**src/rtl/load_store_unit.sv**
```systemverilog
// Load/store unit between a CPU pipeline and a combinational-read word RAM.
// Sub-word stores use a read-modify-write; misaligned or illegal accesses end in a one-cycle error pulse.
module load_store_unit #(
  parameter int ADDR_WIDTH = 32
) (
  input  logic                  i_clk,
  input  logic                  i_rst,
  input  logic                  i_valid,
  output logic                  o_ready,
  input  logic                  i_we,
  input  logic [2:0]            i_funct3,
  input  logic [31:0]           i_addr,
  input  logic [31:0]           i_wdata,
  output logic [31:0]           o_rdata,
  output logic                  o_done,
  output logic                  o_misalign,
  output logic                  o_mem_we,
  output logic [ADDR_WIDTH-1:0] o_mem_addr,
  output logic [31:0]           o_mem_wdata,
  input  logic [31:0]           i_mem_rdata
);

  typedef enum logic [2:0] {
    IDLE, LOAD, RMW_RD, WRITE, DONE, ERR
  } state_t;

  localparam logic [2:0] F3_B  = 3'b000;
  localparam logic [2:0] F3_H  = 3'b001;
  localparam logic [2:0] F3_W  = 3'b010;
  localparam logic [2:0] F3_BU = 3'b100;
  localparam logic [2:0] F3_HU = 3'b101;

  state_t                state_q, state_d;
  logic                  we_q;
  logic [2:0]            funct3_q;
  logic [1:0]            off_q;
  logic [31:0]           wdata_q;
  logic [ADDR_WIDTH-1:0] mem_addr_q;
  logic [31:0]           mem_wdata_q;
  logic [31:0]           rdata_q;

  logic                  accept;
  logic                  illegal;
  logic [31:0]           load_val;
  logic [31:0]           merged;

  assign accept = (state_q == IDLE) && i_valid;

  // Unsupported codes, stores of BU/HU, and widths not naturally aligned.
  always_comb begin
    unique case (i_funct3)
      F3_B:    illegal = 1'b0;
      F3_H:    illegal = i_addr[0];
      F3_W:    illegal = |i_addr[1:0];
      F3_BU:   illegal = i_we;
      F3_HU:   illegal = i_we | i_addr[0];
      default: illegal = 1'b1;
    endcase
  end

  // State register.
  // NOTE: sequential state is updated with non-blocking assignments only, so every
  // flop samples pre-edge values regardless of process ordering.
  always_ff @(posedge i_clk) begin
    if (i_rst) state_q <= IDLE;
    else       state_q <= state_d;
  end

  // Next-state logic.
  // NOTE: the default assignment first keeps this combinational block from inferring a latch.
  always_comb begin
    state_d = state_q;
    unique case (state_q)
      IDLE: begin
        if (i_valid) begin
          if (illegal)              state_d = ERR;
          else if (!i_we)           state_d = LOAD;
          else if (i_funct3 == F3_W) state_d = WRITE;
          else                      state_d = RMW_RD;
        end
      end
      LOAD:    state_d = DONE;
      RMW_RD:  state_d = WRITE;
      WRITE:   state_d = DONE;
      DONE:    state_d = IDLE;
      ERR:     state_d = IDLE;
      default: state_d = IDLE;
    endcase
  end

  // Moore outputs decoded from the state.
  always_comb begin
    o_ready    = (state_q == IDLE);
    o_mem_we   = (state_q == WRITE) && we_q;
    o_done     = (state_q == DONE) || (state_q == ERR);
    o_misalign = (state_q == ERR);
  end

  // Extract and extend the addressed lane of the RAM word (little-endian).
  always_comb begin
    logic [7:0]  lane_b;
    logic [15:0] lane_h;
    lane_b = i_mem_rdata[{off_q, 3'b000} +: 8];
    lane_h = off_q[1] ? i_mem_rdata[31:16] : i_mem_rdata[15:0];
    unique case (funct3_q)
      F3_B:    load_val = {{24{lane_b[7]}}, lane_b};
      F3_H:    load_val = {{16{lane_h[15]}}, lane_h};
      F3_BU:   load_val = {24'h0, lane_b};
      F3_HU:   load_val = {16'h0, lane_h};
      default: load_val = i_mem_rdata;
    endcase
  end

  // Replace only the target lane of the word read back for a sub-word store.
  always_comb begin
    merged = i_mem_rdata;
    if (funct3_q == F3_B) merged[{off_q, 3'b000} +: 8] = wdata_q[7:0];
    else                  merged[{off_q[1], 4'b0000} +: 16] = wdata_q[15:0];
  end

  // Datapath registers.
  // NOTE: every datapath register is reset because the cleared values are architecturally
  // visible on the outputs straight after reset.
  always_ff @(posedge i_clk) begin
    if (i_rst) begin
      we_q        <= 1'b0;
      funct3_q    <= F3_B;
      off_q       <= 2'b00;
      wdata_q     <= 32'h0;
      mem_addr_q  <= '0;
      mem_wdata_q <= 32'h0;
      rdata_q     <= 32'h0;
    end else begin
      if (accept) begin
        we_q       <= i_we;
        funct3_q   <= i_funct3;
        off_q      <= i_addr[1:0];
        wdata_q    <= i_wdata;
        mem_addr_q <= {i_addr[ADDR_WIDTH-1:2], 2'b00};
        if (i_we && !illegal && i_funct3 == F3_W) mem_wdata_q <= i_wdata;
      end
      if (state_q == LOAD)   rdata_q     <= load_val;
      if (state_q == RMW_RD) mem_wdata_q <= merged;
    end
  end

  assign o_rdata     = rdata_q;
  assign o_mem_addr  = mem_addr_q;
  assign o_mem_wdata = mem_wdata_q;

endmodule

```
**config.mk**
```make
export PLATFORM = sky130hd
export DESIGN_NAME = load_store_unit
export DESIGN_NICKNAME = d
export VERILOG_FILES = /design/src/rtl/load_store_unit.sv
export SDC_FILE = /design/constraint.sdc
export NUM_CORES = 1
export LEC_CHECK = 0
export ABC_AREA = 1
export CORE_MARGIN = 2
export CORE_UTILIZATION = 49
export CTS_CLUSTER_DIAMETER = 200
export DETAILED_ROUTE_END_ITERATION = 8
export GPL_TIMING_DRIVEN = 0
export PLACE_DENSITY = 0.92
export SETUP_SLACK_MARGIN = 0.15
export SLEW_MARGIN = 20
export SYNTH_ARGS = -nofsm -noshare
export SYNTH_HDL_FRONTEND = slang
export SYNTH_SLANG_ARGS = --single-unit
```
**constraint.sdc**
```tcl
create_clock -name i_clk -period 2.61 [get_ports i_clk]
set_input_delay 0.3915 -clock i_clk [delete_from_list [all_inputs] [get_ports i_clk]]
set_output_delay 0.3915 -clock i_clk [all_outputs]
set_load 0.02 [all_outputs]
```
# After elaboration in Yosys (flattened, before gate mapping)

Index checks and enable logic that the tools add are counted.

Register bits: 119
Input port bits: 103
Output and inout port bits: 100
Logic and storage cells: 57

$add $sub $neg: 2
Equality and inequality tests: 13
Shift operators: 5
Multiplexer cells: 14
Bitwise operators: 1
Reduce and logical (&&, ||, !) cells: 14

Operators with widths:

| operator                                                                 | count |
|---|---|
| 32-bit two-way mux                                                       | 4 |
| 32-bit one-hot mux with 4 select lines                                   | 1 |
| 32-bit bitwise mux                                                       | 2 |
| 16-bit by 7-bit variable shift with 32-bit output (first input constant) | 1 |
| 8-bit by 7-bit variable shift with 32-bit output (first input constant)  | 1 |
| 16-bit by 7-bit indexed part select with 32-bit output                   | 1 |
| 32-bit by 6-bit indexed part select with 8-bit output                    | 1 |
| 8-bit by 7-bit indexed part select with 32-bit output                    | 1 |
| 3-bit == test (second input constant)                                    | 6 |
| 16-bit two-way mux                                                       | 1 |
| 5-bit negator with 7-bit output                                          | 2 |
| 3-bit by 1-bit == test with 1-bit output (second input constant)         | 3 |
| 3-bit by 2-bit == test with 1-bit output (second input constant)         | 3 |
| 3-bit logical NOT                                                        | 3 |
| 3-bit one-hot mux with 3 select lines                                    | 1 |
| 3-bit two-way mux                                                        | 2 |
| 1-bit one-hot mux with 5 select lines                                    | 1 |
| 1-bit logical AND                                                        | 4 |
| 2-bit nonzero test                                                       | 2 |
| 2-bit OR reduction                                                       | 2 |
| 2-bit two-way mux                                                        | 1 |
| 2-bit != test (second input constant)                                    | 1 |
| 2-bit AND reduction                                                      | 1 |
| 1-bit logical NOT                                                        | 1 |
| 3 further kinds                                                          | 3 |

# Longest topological paths before layout

Gate-level depths: netlist of run 1.

Depth after elaboration: 8
Mapped depth: 12
Mapped depth without buffers: 11

# Worst setup path after synthesis of run 1

Ideal clock, no wire load.

Kind: register -> register
Start point: register off_q[1]
End point: register mem_wdata_q[6], in the netlist o_mem_wdata[6]
Library setup time: 0.115 ns
Arrival: 1.754 ns
Required time: 2.495 ns
Slack: 0.741 ns
Cell stages (with the launch flop): 13
Path buffers: 3
Clock period less this slack: 1.869 ns
Cell sequence: dfxtp_1 inv_2 buf_2 ha_1 clkbuf_1 clkbuf_1 nor2_1 nor2_1 nand2_1 nand2_1 nand2_1 a21oi_1 nor2_1

Word-level cells in the longest chain between the ends: 5
Elaborated cells between the ends (all ways): 10
Classes of those cells: add/sub: 2; shift: 4; mux: 4

RTL lines:

| element                                                                        | line     | text |
|---|---|---|
| start, declared                                                                | 36       | `logic [1:0] off_q;` |
| start signal, assigned                                                         | 137      | `off_q <= i_addr[1:0];` |
| 5-bit negator with 7-bit output, on equally long branches                      | 118, 117 |  |
| 16-bit by 7-bit indexed part select with 32-bit output (tied with other cells) | 118      | `else merged[{off_q[1], 4'b0000} +: 16] = wdata_q[15:0];` |
| 32-bit bitwise mux, on equally long branches                                   | 118, 117 |  |
| 32-bit two-way mux *                                                           | 117      | `if (funct3_q == F3_B) merged[{off_q, 3'b000} +: 8] = wdata_q[7:0];` |
| 32-bit two-way mux *                                                           | 143      | `if (state_q == RMW_RD) mem_wdata_q <= merged;` |
| end signal, assigned                                                           | 140      | `if (i_we && !illegal && i_funct3 == F3_W) mem_wdata_q <= i_wdata;` |
| end signal, assigned                                                           | 143      |  |
| end, declared                                                                  | 39       | `logic [31:0] mem_wdata_q;` |

Mark *: on every way between the ends. The rest lies on a longest branch, timed or not.
A chain may end at the register's enable or synchronous reset.

# Worst setup path after layout of run 1

Start point: register off_q[0]
End point: register mem_wdata_q[23], in the netlist o_mem_wdata[23]

Word-level cells in the longest chain between the ends: 5
Elaborated cells between the ends (all ways): 6
Classes of those cells: add/sub: 1; shift: 2; mux: 3

RTL lines:

| element                                                                                                                   | line |
|---|---|
| 5-bit negator with 7-bit output *                                                                                         | 117 |
| 8-bit by 7-bit indexed part select with 32-bit output or 8-bit by 7-bit variable shift with 32-bit output (tied branches) | 117 |
| 32-bit bitwise mux *                                                                                                      | 117 |
| 32-bit two-way mux *                                                                                                      | 117 |
| 32-bit two-way mux *                                                                                                      | 143 |

Marked as above.

==> results of run 1 <==
worst register-to-register path: stages, from the launching register on:
cell and delay (ns):
dfxtp_1 0.45, inv_2 0.28, ha_1 0.23, clkbuf_1 0.28
clkbuf_1 0.37, nor2_1 0.10, nor2_1 0.13, nand2_1 0.07
nand2_1 0.06, nand2_1 0.05, a21oi_1 0.14, nor2_1 0.07
power by group through the flow:
stage               clock, uW  sequential [uW]  combinational, uW
finish                   2400             2160               2400
global route             2500             2180               2620
CTS                      2410             2160               2370
detailed placement          0             2190               2350
global placement            0             2180               2330
floorplan                   0             2360               1270
cell type report:
cell class / count / area [um2]
buffer: 81 / 463
clock buffer: 20 / 447
clock inverter: 12 / 150
fill: 1243 / 4400
inverter: 125 / 469
multi-input combinational: 889 / 3830
sequential: 119 / 2380
tap: 184 / 230
timing repair buffer: 199 / 1990
cells in the mapped netlist, drive strengths merged:
cell / number
nand2: 457
dfxtp: 119
a21oi: 151
nand3: 49
clkbuf: 32
o21a: 16
o211ai: 1
or2: 1
nor2: 141
clkinv: 2
ha: 5
nor3: 4
inv: 123
buf: 49
conb: 1
nand4: 9
o21ai: 53
metal layers:
| layer | up-vias | wire length (um) | part of all wire (%) | GRT usage [%] |
|---|---|---|---|---|
| met2 | 412 | 11700 | 46 | 51.8 |
| li1 | 4210 | - | - | - |
| met3 | 54 | 2380 | 9.4 | 8.51 |
| met5 | - | 0 | 0 | 0 |
| met4 | 0 | 941 | 3.7 | 14.6 |
| met1 | 3753 | 10400 | 41 | 40.1 |
logic make-up after synthesis:
family                   count (synthesis)
flip-flops                             119
other                                    1
AO/OA/AOI/OAI                          221
AND/OR/NAND/NOR                        661
buffers and inverters                  206
adder cells (fa/ha/maj)                  5
state kept, by name (all words and copies together), names as in the netlist:
| name | cells |
|---|---|
| funct3_q | 3 |
| o_mem_addr | 30 |
| o_mem_wdata | 32 |
| o_rdata | 32 |
| off_q | 2 |
| state_q | 3 |
| wdata_q | 16 |
| we_q | 1 |
repair_timing:
item	CTS	global route
hold buffers	0	0
resized for setup	0	5
setup buffers	0	0
endpoints found under the setup margin	0	12
path summary, 6_finish.rpt:
| check | end | start | slack (ns) | cells after the start |
|---|---|---|---|---|
| worst max-delay path | o_mem_wdata[23] | off_q[0] | 0.28 | 11 |
| worst min-delay path | we_q | i_rst | 0.37 | 2 |
| worst min register to register | o_mem_addr[6] | o_mem_addr[6] | 0.46 | 2 |
| worst max register to register | o_mem_wdata[23] | off_q[0] | 0.28 | 11 |
per-stage QoR:
stage,util (%),setup slack (ns),hold WS (ns)
3_5_place_dp,65.2,0.259,0.456
4_1_cts,69.3,0.245,0.362
5_1_grt,69.4,0.122,0.377
2_1_floorplan,-,0.741,0.446
3_3_place_gp,65.2,0.250,0.451
6_report,69.4,0.278,0.368
==> impl_metrics.ini, run 1 <==
[synthesis]
synth-simple-area-share_pct = 36.6
synth_warnings = 0
synth_compound_area_share_pct = 16.1
yosysSeqAreaShare_pct = 33.4
synth-seq-cells = 119
synth_top_area_share_pct = 33.4
synth-xor-area-share_pct = 0
avgSynthCellArea_um2 = 5.89
synth.largest_area_cell = dfxtp_1
synth_top_family_by_area = simple AND/OR/NAND/NOR gates
synthMuxAreaShare_pct = 0
synthCells = 1213
yosys.area_share.adder_pct = 0.876
synth_cell_type_count = 26
synth.area.top_cells = dfxtp_1 33%, nand2_1 24%, a21oi_1 11%
synth_area_um2 = 7140

[worst_setup_path]
slowest_delay_ns = 0.45
critPathMaxFanout = 11
path_class = register to register
arrival_ns = 2.65
critPathTopFamily = buffers and inverters
crit_chain = inv_2 -> ha_1 -> clkbuf_1 -> clkbuf_1 -> nor2_1 -> nor2_1 -> nand2_1 -> nand2_1 -> nand2_1 -> a21oi_1 -> nor2_1
end_kind = register
cp.required_ns = 2.92
critPathLaunchType = register
crit_slowest_cell = dfxtp_1
critPathBufInv = 3

[cells_and_area]
n_antenna_cell = 0
drive_above_1_share_pct = 6.09
synthToLayoutAreaGrowth_pct = 39.6
final_cells = 1629
num-nets-final = 1540
mostFrequentLayoutCells = 456 x nand2_1, 199 x clkdlybuf4s50_1, 151 x a21oi_1
stdcell_area_um2 = 9970
final_common_cell = nand2_1

[job]
max_cap_viol_count = 0

[place]
port_buffers = 199
gp_congestion = 1.01
place_inst = 1597
dpl_cell_area_um2 = 9370
dp_hpwl_mm = 19.6

[route]
drt_pass1_iterations = 5
post_drt_wl_per_cell_um = 15.6
routed_wl_mm = 25.4
vias = 8429
dr.first_iter.drc_count = 656
ant_nets = 0
drc = 0
vias_per_cell = 5.17

[pwr]
vdd_ir_drop_max_mv = 0.429
p_seq_share_pct = 31.0
p_total_uw = 6960
pwr-share-clk_pct = 34.5
power.switching_uw = 2470
power.density_nw_per_um2 = 698
p_int_uw = 4490
p_leak_uw = 0.00473
p_comb_share_pct = 34.5
p_sw_share_pct = 35.5

[clock_tree]
clk_latency_ns = 0.43
clkSinkCount = 119
htreeDepth = 4
cts_buffer_depth = 2
cts_tree = done
root_buffer = clkbuf_16
clk_pin_slew_ns = 0.06
numCtsBuffers = 17

[floorplan]
initial_core_util_pct = 49.7
ios = 203
die_y_um = 125
die_area_um2 = 15600
die_w_um = 125
core_area_um2 = 14400
rows = 44

[global_routing]
antenna_found_initial = 0
grt_pass1_vias = 7697
grt-ovfl-total = 0
grt_first_pass_wirelength_mm = 39.7
grt_max_degree = 17
gr-usage-all-layers_pct = 32.1

[sta]
slew_viol_final = 0
rsz0062_at_grt = true
layout_min_cycle_time_ns = 2.33
fin_crit_sh_pct = 89.3
finalClockSkew_ns = 0.00822
clock.fmax_mhz = 429
tightest_slew_ns = 0.637
setup_tns_ns = 0
setup_violations = 0
slew_headroom_pct = 57.6
hold_violations = 0

[min_path]
min_path_type = input port to register

[status]
outcome = finished, final reports clean
(Power assumes the default switching activity.)
==> run 2: changes to the inputs <==
- CORE_UTILIZATION: 49 -> 50
- CTS_BUF_LIST: unset -> sky130_fd_sc_hd__clkbuf_2 sky130_fd_sc_hd__clkbuf_4 sky130_fd_sc_hd__clkbuf_8
- PLACE_DENSITY: 0.92 -> 0.93
- clock period: 2.61 -> 2.2 ns (I/O delays scaled with it)
==> run 2 against run 1 <==
Net effect: via count increased by 1.0%; power increased by 7.1%; cell area decreased by 1.7%; setup slack got worse by 0.068 ns; critical path type is now register to output pin; largest power group unchanged; clock skew increased by 0.0053 ns; sequential share of layout area increased by 0.48 points; routed wire length decreased by 2.2%; sequential power increased by 19%; core utilization increased by 0.97 points; sequential cell count unchanged.
==> impl_metrics.ini, run 2 (same netlist as run 1, synthesis figures left out) <==
[status]
outcome = finished, final reports clean

[cells_and_area]
drive_above_1_share_pct = 6.99
final_cells = 1625
synthToLayoutAreaGrowth_pct = 37.3
n_antenna_cell = 0
fillers = 1210
final_common_cell = nand2_1
mostFrequentLayoutCells = 456 x nand2_1, 196 x clkdlybuf4s50_1, 151 x a21oi_1
utilization_pct = 70.3
num-nets-final = 1540

[route]
post_drt_wl_per_cell_um = 15.3
routed_wl_mm = 24.8
dr.first_iter.drc_count = 644
vias_per_cell = 5.24
drc = 0
vias = 8513
drt_pass1_iterations = 6
ant_nets = 0

[global_routing]
grt.busiest_layer = met2
grt_first_pass_wirelength_mm = 38.2
met3_usage_pct = 9.50
grt-ovfl-total = 0
grt_util_met2_pct = 53.0
antenna_found_initial = 0
grt_max_degree = 17
grt_use_met1_pct = 39.9
gr-usage-all-layers_pct = 32.7
grt_pass1_vias = 7721

[worst_setup_path]
end_kind = output pin
critPathBufInv = 2
ff2ff_path_depth = 12
critPathLaunchType = register
crit_start = state_q[2]
arrival_ns = 1.66
crit_chain = inv_1 -> nor2_1 -> clkdlybuf4s50_1
worst-path-stages = 3
path_class = register to output pin
critPathMaxFanout = 4
crit_slowest_cell = clkdlybuf4s50_1
critPathTopFamily = buffers and inverters
slowest_delay_ns = 0.61
timing.rr.start = off_q[1]
cp.required_ns = 1.87

[place]
gp_congestion = 1.07
dp_hpwl_mm = 19.3
port_buffers = 199
place_inst = 1593
pre_cts_slack_ns = -0.195

[sta]
slew_viol_final = 0
setup_tns_ns = 0
hold_violations = 0
tightest_slew_ns = 0.632
clock.fmax_mhz = 502
rsz0062_at_grt = false
setup_violations = 0
fin_crit_sh_pct = 90.5
layout_setup_ws_ns = 0.210
layout_min_cycle_time_ns = 1.99
slew_headroom_pct = 57.9
finalClockSkew_ns = 0.0135

[clock_tree]
root_buffer = clkbuf_8
cts_buffer_depth = 2
clk_latency_ns = 0.48
numCtsBuffers = 17
clkSinkCount = 119
htreeDepth = 4
cts_tree = done
cts_setup_buffers = 0
hold_buffers = 0
clk_pin_slew_ns = 0.07

[floorplan]
die_y_um = 123
die_w_um = 123
initial_core_util_pct = 51.2
core_area_um2 = 13900
ios = 203
die_area_um2 = 15300
rows = 43

[min_path]
min_path_type = input port to register
holdPathStages = 2
worstHoldStart = i_rst

[pwr]
p_leak_uw = 0.00465
vdd_ir_drop_max_mv = 0.491
p_total_uw = 7450
power.density_nw_per_um2 = 760

[job]
max_cap_viol_count = 0
## run 2: cell count changes in the layout (fill, tap and decap cells not counted), moves of 3 or more
cell	delta
clkbuf_16	-17
clkbuf_2	+3
clkbuf_4	+3
clkbuf_1	-6
clkbuf_8	+17
clkdlybuf4s50_1	-3
## run 2: per-layer routing
metal | wire length [um] | vias to the layer above | part of all wire (%)
li1 | - | 4210 | -
met1 | 10000 | 3814 | 40
met2 | 11400 | 421 | 46
met3 | 2350 | 68 | 9.5
met4 | 1010 | 0 | 4.1
met5 | 0 | - | 0
## run 2: final cells by class
type | count | area [um2] | area share [%]
clock inverters | 11 | 125 | 1.28
inverters | 125 | 473 | 4.83
repair buffers | 199 | 1990 | 20.3
multi-input cells | 889 | 3850 | 39.3
well taps | 180 | 225 | 2.30
plain buffers | 81 | 477 | 4.86
flip-flops and latches | 119 | 2390 | 24.4
clock buffers | 21 | 270 | 2.76
## run 2: power by group
group | switching [uW] | internal (uW) | total (uW)
Clock | 969 | 1070 | 2040
Sequential | 153 | 2410 | 2560
Combinational | 1730 | 1120 | 2850
Total | 2850 | 4600 | 7450
## run 2: path summary, 6_finish.rpt
kind                                         to  slack [ns]
worst max-delay path                     o_done        0.21
worst min-delay path             o_mem_addr[31]        0.22
worst max register to register  o_mem_wdata[10]        0.28
worst min register to register   o_mem_addr[13]        0.47
## run 2: metrics by stage
step | area, um2 | hold WS (ns)
6_report | 9800 | 0.219
5_1_grt | 9800 | 0.227
4_1_cts | 9770 | 0.197
3_5_place_dp | 9360 | 0.457
3_3_place_gp | 9360 | 0.451
2_1_floorplan | 7140 | 0.446
## run 2: repair_timing
| item | in CTS | in global routing |
|---|---|---|
| endpoints found under the setup margin | 35 | 30 |
| gates resized for setup | 15 | 14 |
| pin swaps | 0 | 1 |
